## src/rtl/mem_stage.sv

```systemverilog
// MEM pipeline stage: drives the CPU bus, extracts and extends load data, and holds the MEM/WB register.
// SB/SH use a two-cycle read-modify-write. Build option MEM_MISALIGN_EXC_EN flags misaligned accesses.
module mem_stage (
    input  logic        clk,
    input  logic        reset,
    input  logic        stall,
    input  logic        flush,
    input  logic        ex_en,
    input  logic [3:0]  ex_mem_op,
    input  logic [31:0] ex_mem_wr_data,
    input  logic [31:0] ex_out,
    input  logic [4:0]  ex_dst_addr,
    input  logic        ex_gpr_we_,
    output logic [29:0] addr,
    output logic        as_,
    output logic        rw,
    output logic [31:0] wr_data,
    input  logic [31:0] rd_data,
    output logic        mem_busy,
    output logic        mem_en,
    output logic [4:0]  mem_dst_addr,
    output logic        mem_gpr_we_,
    output logic [31:0] mem_out,
    output logic        mem_misalign,
    output logic        state_dbg
);
    typedef enum logic {IDLE = 1'b0, RMW_WR = 1'b1} state_t;

    localparam logic [3:0] OP_LW = 4'd1, OP_LH = 4'd2, OP_LHU = 4'd3, OP_LB = 4'd4,
                           OP_LBU = 4'd5, OP_SW = 4'd6, OP_SH = 4'd7, OP_SB = 4'd8;

    // Bus handshake: as_ low for exactly one cycle per access; rw=1 READ, rw=0 WRITE.
    // rd_data is valid in the same cycle as the strobe; writes commit on the rising edge.

    state_t      state;
    logic [31:0] merge_q;
    logic        is_load, is_store, is_sub, mis, req;
    logic [31:0] load_data, merged;
    logic [7:0]  lane_b;
    logic [15:0] lane_h;

    assign addr      = ex_out[31:2];
    assign state_dbg = state;

    always_comb begin
        is_load  = (ex_mem_op >= OP_LW) && (ex_mem_op <= OP_LBU);
        is_store = (ex_mem_op >= OP_SW) && (ex_mem_op <= OP_SB);
        is_sub   = (ex_mem_op == OP_SH) || (ex_mem_op == OP_SB);
`ifdef MEM_MISALIGN_EXC_EN
        mis = (((ex_mem_op == OP_LW) || (ex_mem_op == OP_SW)) && (ex_out[1:0] != 2'b00)) ||
              (((ex_mem_op == OP_LH) || (ex_mem_op == OP_LHU) || (ex_mem_op == OP_SH)) && ex_out[0]);
`else
        mis = 1'b0;
`endif
        req = ex_en && (is_load || is_store) && !mis && !flush && !reset;
    end

    // Lane extraction and merge; without the misalign option low address bits are simply ignored.
    always_comb begin
        lane_h = ex_out[1] ? rd_data[31:16] : rd_data[15:0];
        case (ex_out[1:0])
            2'd0:    lane_b = rd_data[7:0];
            2'd1:    lane_b = rd_data[15:8];
            2'd2:    lane_b = rd_data[23:16];
            default: lane_b = rd_data[31:24];
        endcase
        case (ex_mem_op)
            OP_LH:   load_data = {{16{lane_h[15]}}, lane_h};
            OP_LHU:  load_data = {16'h0000, lane_h};
            OP_LB:   load_data = {{24{lane_b[7]}}, lane_b};
            OP_LBU:  load_data = {24'h000000, lane_b};
            default: load_data = rd_data;
        endcase
        merged = rd_data;
        if (ex_mem_op == OP_SH) begin
            if (ex_out[1]) merged[31:16] = ex_mem_wr_data[15:0];
            else           merged[15:0]  = ex_mem_wr_data[15:0];
        end else begin
            case (ex_out[1:0])
                2'd0:    merged[7:0]   = ex_mem_wr_data[7:0];
                2'd1:    merged[15:8]  = ex_mem_wr_data[7:0];
                2'd2:    merged[23:16] = ex_mem_wr_data[7:0];
                default: merged[31:24] = ex_mem_wr_data[7:0];
            endcase
        end
    end

    assign mem_busy = (state == IDLE) && req && is_sub && !stall;

    always_comb begin
        as_     = 1'b1;
        rw      = 1'b1;
        wr_data = ex_mem_wr_data;
        if (state == RMW_WR) begin
            if (!stall && !flush && !reset) begin
                as_     = 1'b0;
                rw      = 1'b0;
                wr_data = merge_q;
            end
        end else if (req) begin
            if (is_sub) begin
                as_ = stall;
            end else begin
                as_ = 1'b0;
                rw  = (ex_mem_op != OP_SW);
            end
        end
    end

    always_ff @(posedge clk) begin
        if (reset) begin
            state   <= IDLE;
            merge_q <= 32'h0;
        end else begin
            case (state)
                IDLE: if (mem_busy) begin
                    state   <= RMW_WR;
                    merge_q <= merged;
                end
                RMW_WR: if (flush || !stall) state <= IDLE;
                default: state <= IDLE;
            endcase
        end
    end

    always_ff @(posedge clk) begin
        if (reset || flush) begin
            mem_en       <= 1'b0;
            mem_dst_addr <= 5'd0;
            mem_gpr_we_  <= 1'b1;
            mem_out      <= 32'h0;
            mem_misalign <= 1'b0;
        end else if (stall) begin
            mem_en <= mem_en;
        end else if (mem_busy) begin
            mem_en       <= 1'b0;
            mem_gpr_we_  <= 1'b1;
            mem_misalign <= 1'b0;
        end else begin
            mem_en       <= ex_en;
            mem_dst_addr <= ex_dst_addr;
            mem_gpr_we_  <= ex_gpr_we_ || is_store || mis;
            mem_out      <= (is_load && !mis) ? load_data : ex_out;
            mem_misalign <= mis;
        end
    end
endmodule

```

## config.mk

```make
export PLATFORM = sky130hd
export DESIGN_NAME = mem_stage
export DESIGN_NICKNAME = d
export VERILOG_FILES = /design/src/rtl/mem_stage.sv
export SDC_FILE = /design/constraint.sdc
export NUM_CORES = 1
export LEC_CHECK = 0
export CAP_MARGIN = 20
export CORE_UTILIZATION = 47
export CTS_CLUSTER_DIAMETER = 150
export DETAILED_ROUTE_END_ITERATION = 10
export GPL_ROUTABILITY_DRIVEN = 0
export GPL_TIMING_DRIVEN = 0
export PLACE_DENSITY_LB_ADDON = 0.3
export RECOVER_POWER = 50
export SYNTH_ARGS = -nofsm -noshare
export SYNTH_HDL_FRONTEND = slang
export SYNTH_SLANG_ARGS = --single-unit
```

## constraint.sdc

```tcl
create_clock -name clk -period 4.3 [get_ports clk]
set_clock_uncertainty 0.05 [all_clocks]
set_input_delay 0.86 -clock clk [delete_from_list [all_inputs] [get_ports clk]]
set_output_delay 0.86 -clock clk [all_outputs]
set_load 0.005 [all_outputs]
```

# After elaboration in Yosys (flattened, before gate mapping)
# Cells that the tools add are included.
# op_classes
bitwise_logic	3
order_cmp	4
n_reduce_logical	22
mux	25
eq_ne	9
# ops
operator	count
32-bit 2-to-1 mux	4
32-bit case mux with 4 select lines	1
16-bit 2-to-1 mux	3
8-bit 2-to-1 mux	4
8-bit case mux with 3 select lines	1
4-bit by 3-bit equality test with 1-bit output, second input constant	3
1-bit 2-to-1 mux	11
1-bit logical AND	10
4-bit by 2-bit equality test with 1-bit output, second input constant	2
1-bit logical OR	5
4-bit equality test, second input constant	1
4-bit by 1-bit >= comparator with 1-bit output, second input constant	1
4-bit by 3-bit >= comparator with 1-bit output, second input constant	1
4-bit by 3-bit <= comparator with 1-bit output, second input constant	1
4-bit <= comparator, second input constant	1
4-bit by 3-bit inequality test with 1-bit output, second input constant	1
2-bit AND reduction	2
1-bit zero test	3
1-bit inverter	3
3-bit OR reduction	1
2-bit by 1-bit equality test with 1-bit output, second input constant	1
2-bit equality test, second input constant	1
2-bit zero test	1
1-bit case mux with 2 select lines	1
# totals
wordCells	69
output_inout_bits	106
register_bits	72
input_bits	111

# Logic depth before layout (Yosys ltp)
# Gate-level depths: netlist of the first run.
# logic_depth
word_depth	11
ltp_mapped	7

# Worst setup path before layout of the first run
# OpenSTA, ideal clock, no wires.
# synth_path
path_kind	input -> output
start	in reset
end	out mem_busy
stages	6
n_path_buf	3
required_time_ns	3.390
arrival_time_ns	1.994
slack_ns	1.396
cell_sequence	buf_6 nor4b_2 o211ai_4 inv_2 buf_2 buf_4
# synth_between
elab_chain_cells	5
# synth_lines
item	line	text
start: declaration	5	input logic reset,
1-bit zero test	55	req = ex_en && (is_load || is_store) && !mis && !flush && !reset;
1-bit logical AND	55	
1-bit logical AND (3 in a row)	88	assign mem_busy = (state == IDLE) && req && is_sub && !stall;
end: declaration	19	output logic mem_busy,
# No other way between the ends.

# Worst setup path after layout of the first run
# layout_path
start	in ex_mem_op[3]
end	out as_
# layout_between
elab_chain_cells	8
word_cells_on_any_way	16
# layout_lines
item	line	text
start: declaration	9	input logic [3:0] ex_mem_op,
4-bit by 1-bit >= comparator with 1-bit output (tied with other cells)	46	is_load = (ex_mem_op >= OP_LW) && (ex_mem_op <= OP_LBU);
1-bit logical AND (on tied branches)	46, 47	
1-bit logical OR	55	
1-bit logical AND (3 in a row)	55	
1-bit 2-to-1 mux (*)	100	end else if (req) begin
1-bit 2-to-1 mux (*)	94	if (state == RMW_WR) begin
end: declaration	15	output logic as_,
# Every way passes the cells marked *; elsewhere a longest branch is shown, timed or not.

==> results of run 1 <==
-- power groups by stage --
stage          Sequential (mW)  Clock (mW)  Combinational (mW)
5_1_grt                  0.694       0.656               0.544
3_3_place_gp             0.707           0               0.502
6_report                 0.692       0.627               0.517
4_1_cts                  0.693       0.623               0.515
3_5_place_dp             0.708           0               0.512
2_1_floorplan            0.708           0               0.238
-- cell usage in the layout (no fill, tap or decap), types with 8 or more instances in the layout --
| cell | instances |
|---|---|
| a211oi_2 | 10 |
| a21oi_1 | 58 |
| a22o_1 | 16 |
| a31oi_1 | 16 |
| buf_2 | 17 |
| buf_4 | 39 |
| clkbuf_1 | 21 |
| clkbuf_8 | 10 |
| clkdlybuf4s50_1 | 170 |
| dfxtp_1 | 72 |
| dlygate4sd3_1 | 41 |
| inv_1 | 8 |
| mux2_2 | 39 |
| mux2i_1 | 46 |
| nand2_1 | 29 |
| nand2b_1 | 12 |
| nor2_1 | 32 |
| nor2b_1 | 9 |
| nor3_1 | 10 |
| o21ai_0 | 26 |
| o221ai_1 | 23 |
| o22ai_1 | 24 |
| or3_1 | 8 |
-- repair_timing --
item / in CTS / in global routing
hold buffers: 0 / 0
gates resized for setup: 0 / 2
endpoints found under the setup margin: 0 / 2
-- cells in the mapped netlist, types with 2 or more instances --
library cell	count	area share
buf_6	7	0.015
nor2b_1	9	0.011
o21a_1	2	0.0029
nor4bb_1	2	0.0039
a21oi_1	55	0.054
nand2b_1	12	0.015
nand3_1	7	0.0069
a21oi_2	2	0.0034
a31oi_1	16	0.020
o22ai_1	24	0.029
o32ai_1	7	0.012
a211oi_2	10	0.025
a21oi_4	2	0.0064
a211oi_1	7	0.010
a21o_1	3	0.0044
o21ai_1	2	0.0020
mux2i_1	46	0.090
o21ai_0	25	0.025
o221ai_1	23	0.039
or2_2	3	0.0037
buf_4	39	0.057
dfxtp_1	72	0.28
or4b_1	2	0.0039
nor3_1	9	0.0088
nor2_1	32	0.024
nand2_1	29	0.021
buf_2	18	0.018
or3b_1	2	0.0034
mux2_2	41	0.090
inv_1	8	0.0059
or3_1	8	0.0098
a22o_1	16	0.027
clkbuf_1	21	0.015
-- through the flow --
stage,instance area (sq um),utilization,hold slack [ns],std cells
global placement,7380,0.709,0.390,932
detailed placement,7380,0.709,0.396,932
global route,7550,0.725,0.426,947
CTS,7610,0.731,0.408,948
finish,7550,0.725,0.407,947
floorplan,5100,-,0.379,585
-- flip-flops by register name (all words and copies together) (netlist names) --
name	cells
mem_en	1
mem_dst_addr	5
mem_gpr_we_	1
mem_out	32
merge_q	32
state_dbg	1
-- area by class of cell --
cell class | count | area (sq um) | area share
inverters | 10 | 37.5 | 0.00497
clock buffers | 10 | 138 | 0.0182
plain buffers | 84 | 529 | 0.0701
clock inverters | 6 | 90.1 | 0.0119
well taps | 136 | 170 | 0.0225
flip-flops and latches | 72 | 1440 | 0.191
repair buffers | 211 | 2110 | 0.280
multi-input cells | 418 | 3030 | 0.401
-- layer usage --
metal	track usage	wire (um)	vias up	share of wire
met5	0	0	-	0
met4	0.166	942	0	0.049
met3	0.0619	1920	96	0.10
met2	0.540	8760	400	0.46
met1	0.421	7410	2743	0.39
li1	-	-	2611	-
-- cells by family after synthesis --
| logic type | synth area share |
|---|---|
| xor gates and xnor gates | 0.00172 |
| and+or+nand+nor | 0.139 |
| other | 0.000735 |
| AOI/OAI and AO/OA | 0.282 |
| buffers and inverters | 0.113 |
| muxes | 0.181 |
| DFF | 0.282 |
-- critical path: cells and delay by family --
family,cells,cell delay [ns]
compound gates,2,0.37
simple gates,1,0.19
buf+inv,4,1.86
-- path summary, 6_finish.rpt --
check                 to  slack [ns]
max reg2reg   mem_out[9]        1.83
max                  as_         0.1
min          merge_q[29]        0.41
min reg2reg  merge_q[29]        0.41
==> results.cfg, run 1 <==
[run_status]
status = complete, no violations

[setup_path]
critPathRequiredTime_ns = 3.39
ff2ff_path_depth = 4
crit_arrival_ns = 3.29
crit_type = in2out
cp_slowest_cell = dlygate4sd3_1
slowest_delay_ns = 0.64
start_kind = input port
cp_max_fo = 19
endpoint_kind = output port
startpoint = ex_mem_op[3]
r2r_start = state_dbg
path_cells = dlygate4sd3_1 > buf_4 > nand4b_1 > clkbuf_1 > a21oi_1 > a21o_1 > clkdlybuf4s50_1

[synth]
synth_flop_cell = dfxtp_1
seq_area_frac_synth = 0.282
ys_ff_latch = 72
netlist_instances = 585
yosysWarnings = 0
synth.distinct_cells = 57
synth-edff-count = 0
synth_nets = 696
async_flop_share = 0
syn_area_per_cell_sq_um = 8.72
mappedNetlistArea_sq_um = 5100

[pwr]
p_comb_frac = 0.282
sw_frac_of_total = 0.288
p_int_mw = 1.31
seqPwrFrac = 0.377
total_power_mw = 1.84
ir_worst_vdd_v = 0.000133
power_per_cell_area_nw_per_um2 = 243
switching_power_uw = 529
power_leakage_nw = 2.85
pwr-share-clk = 0.341

[route]
via_per_inst = 6.18
drtAntennaViolNets = 0
first_iter_violations = 619
vias = 5850
drc_errors = 0
firstDrtPassIters = 6
wl_per_cell_um = 20.1
routed_wl_mm = 19.0

[timing]
rsz0062_at_grt = false
setup_viol = 0
finalHoldViolCount = 0
max_freq_mhz = 238
tightest_slew_ns = 1.23
slew_viol_final = 0
final.min_clock_period_ns = 4.20
maxSlewHeadroom = 0.170
fin_ws_ns = 0.0954
finalCritPeriodShare = 0.978
tns_ns = 0

[cells_and_area]
drive_above_1_share = 0.173
n_antenna_cell = 0
finalNetCount = 917
syn_to_final_growth_pct = 47.9
fillerInstances = 778

[place]
io_buffers = 211
preCtsSetupSlack_ns = 0.127
dp_hpwl_mm = 14.6

[floorplanning]
die_h_um = 106
rows = 37
die_w_um = 106
start_util = 0.490
die_area_sq_um = 11300
ios = 217
coreArea_sq_um = 10400

[clocking]
cts_setup_buffers = 0
clock-sinks = 72
clk_pin_slew_worst_paths_ns = 0.09
cts_made_buffers = 9
cts-htree-levels = 3
cts_buffer_depth = 2
clkLatencyLatePin_ns = 0.36
clockRootBuffer = clkbuf_8
cts_tree = yes

[global_route]
grt_max_degree = 14
grtUsageTotal = 0.333
grt-ovfl-total = 0
antenna_found_initial = 0
grt_pass1_wl_mm = 29.3
grt_pass1_vias = 5607

[min_path]
worst_hold_path.num_cells = 2
hold_path.class = reg2reg
worstHoldStart = merge_q[29]

[job]
cap_violations = 0
No activity file was read; power rests on OpenSTA's default activity.
==> inputs of run 2 (changes only) <==
- CORE_UTILIZATION: 47 -> 45
==> run 2 against run 1 <==
Global-route usage decreased by 0.61 points. Routed wire length increased by 0.17%. Sequential power about the same. Design area increased by 1.2%. Utilization decreased by 2.6 points. Maximum frequency increased by 1.2%. Non-clock buffer count increased by 1.
==> results.cfg, run 2 (synthesized netlist as in run 1, its figures left out) <==
[global_route]
grtUsageTotal = 0.327
antenna_found_initial = 0
grt_max_degree = 13
grt-ovfl-total = 0
grt_pass1_wl_mm = 29.5
grt_pass1_vias = 5649

[pwr]
p_int_mw = 1.47
ir_worst_vdd_v = 0.000188
power_leakage_nw = 2.88
p_comb_frac = 0.258
switching_power_uw = 541
sw_frac_of_total = 0.269
pwr-share-clk = 0.397
seqPwrFrac = 0.345
power_per_cell_area_nw_per_um2 = 263

[cells_and_area]
finalNetCount = 918
final_cell_mix = clkdlybuf4s50_1, dfxtp_1, a21oi_1
final_common_cell = clkdlybuf4s50_1
reg_top3 = mem_out: 32 flops, merge_q: 32 flops, mem_dst_addr: 5 flops
syn_to_final_growth_pct = 49.7
drive_above_1_share = 0.170
n_antenna_cell = 0

[clocking]
cts-htree-levels = 3
cts_hold_buf = 0
cts.repair.resized = 0
cts_setup_buffers = 0
clk_pin_slew_worst_paths_ns = 0.06
clockRootBuffer = clkbuf_16
cts_made_buffers = 9
cts_buffer_depth = 2
clock-sinks = 72
clkLatencyLatePin_ns = 0.34
cts_tree = yes

[timing]
setup_viol = 0
tightest_slew_ns = 1.19
final.min_clock_period_ns = 4.15
slew_viol_final = 0
holdWs_ns = 0.401
tns_ns = 0
finalHoldViolCount = 0
maxSlewHeadroom = 0.198
finalCritPeriodShare = 0.966
rsz0062_at_grt = false
max_freq_mhz = 241

[setup_path]
crit_type = in2out
path_cells = dlygate4sd3_1 > buf_4 > clkbuf_1 > clkbuf_2 > nor2_1 > o21ai_0 > a21o_1 > clkdlybuf4s50_1
crit_family = buffers and inverters
start_kind = input port
cp.depth = 8
crit_arrival_ns = 3.24
crit_end = as_
r2r_setup_slack_ns = 1.92
startpoint = ex_mem_op[3]
endpoint_kind = output port
reg2reg_to = mem_out[13]
path_buf_inv = 5
critPathRequiredTime_ns = 3.39
cp_max_fo = 10
slowest_delay_ns = 0.65
ff2ff_path_depth = 4
cp_slowest_cell = dlygate4sd3_1
r2r_start = state_dbg

[route]
firstDrtPassIters = 6
first_iter_violations = 628
wl_per_cell_um = 20.0
vias = 5772
routed_wl_mm = 19.1
drtAntennaViolNets = 0
drc_errors = 0
via_per_inst = 6.07

[floorplanning]
die_w_um = 108
start_util = 0.467
die_h_um = 108
ios = 217
coreArea_sq_um = 10900
rows = 38
die_area_sq_um = 11800

[place]
io_buffers = 211
dp_hpwl_mm = 14.8

[min_path]
worst_hold_path.num_cells = 2
worstHoldStart = merge_q[27]
hold_path.class = reg2reg

[job]
cap_violations = 0

[run_status]
status = complete, no violations
-- run 2: how the worst min path moves through the flow --
stage	slack, ns	end
detailed placement	0.40	merge_q[27]
global placement	0.39	merge_q[15]
global route	0.42	merge_q[27]
floorplan	0.38	merge_q[11]
CTS	0.40	merge_q[27]
finish	0.40	merge_q[27]
-- run 2: cell type report --
type,instances,area [sq um]
Fill cell,890,3300
Multi-Input combinational cell,418,3030
Timing Repair Buffer,211,2110
Sequential cell,72,1440
Buffer,85,532
Clock buffer,10,229
Tap cell,140,175
Clock inverter,5,82.6
Inverter,10,37.5
-- run 2: power groups by stage --
stage | combinational [mW] | sequential (mW) | clock (mW)
finish | 0.518 | 0.693 | 0.798
global route | 0.546 | 0.695 | 0.826
CTS | 0.519 | 0.694 | 0.799
detailed placement | 0.515 | 0.708 | 0
global placement | 0.503 | 0.707 | 0
floorplan | 0.238 | 0.708 | 0
-- run 2: routing by layer --
layer	wire (um)	vias up	global-route usage	part of all wire
li1	-	2625	-	-
met1	7400	2693	0.400	0.39
met2	8900	374	0.546	0.47
met3	1820	80	0.0536	0.095
met4	948	0	0.174	0.050
met5	0	-	0	0
-- run 2: worst reg2reg max path, stage by stage, from the launching register on --
cell	delay, ns
dfxtp_1	0.34
or4b_1	0.51
a21oi_1	0.52
o21ai_0	0.56
o32ai_1	0.30
-- run 2: per-stage QoR --
stage / total power [mW] / std cells / utilization / area, sq um / setup WS [ns]
2_1_floorplan: 0.946 / 585 / - / 5100 / 1.40
6_report: 2.01 / 951 / 0.698 / 7640 / 0.146
4_1_cts: 2.01 / 951 / 0.704 / 7700 / 0.140
3_5_place_dp: 1.22 / 936 / 0.676 / 7390 / 0.159
5_1_grt: 2.07 / 951 / 0.698 / 7640 / 0.0161
3_3_place_gp: 1.21 / 936 / 0.676 / 7390 / 0.194
==> inputs of run 3 (changes only) <==
- TNS_END_PERCENT: not set -> 30
==> results of run 3 <==
No change in the layout: final DEF, timing and power equal those of run 2.
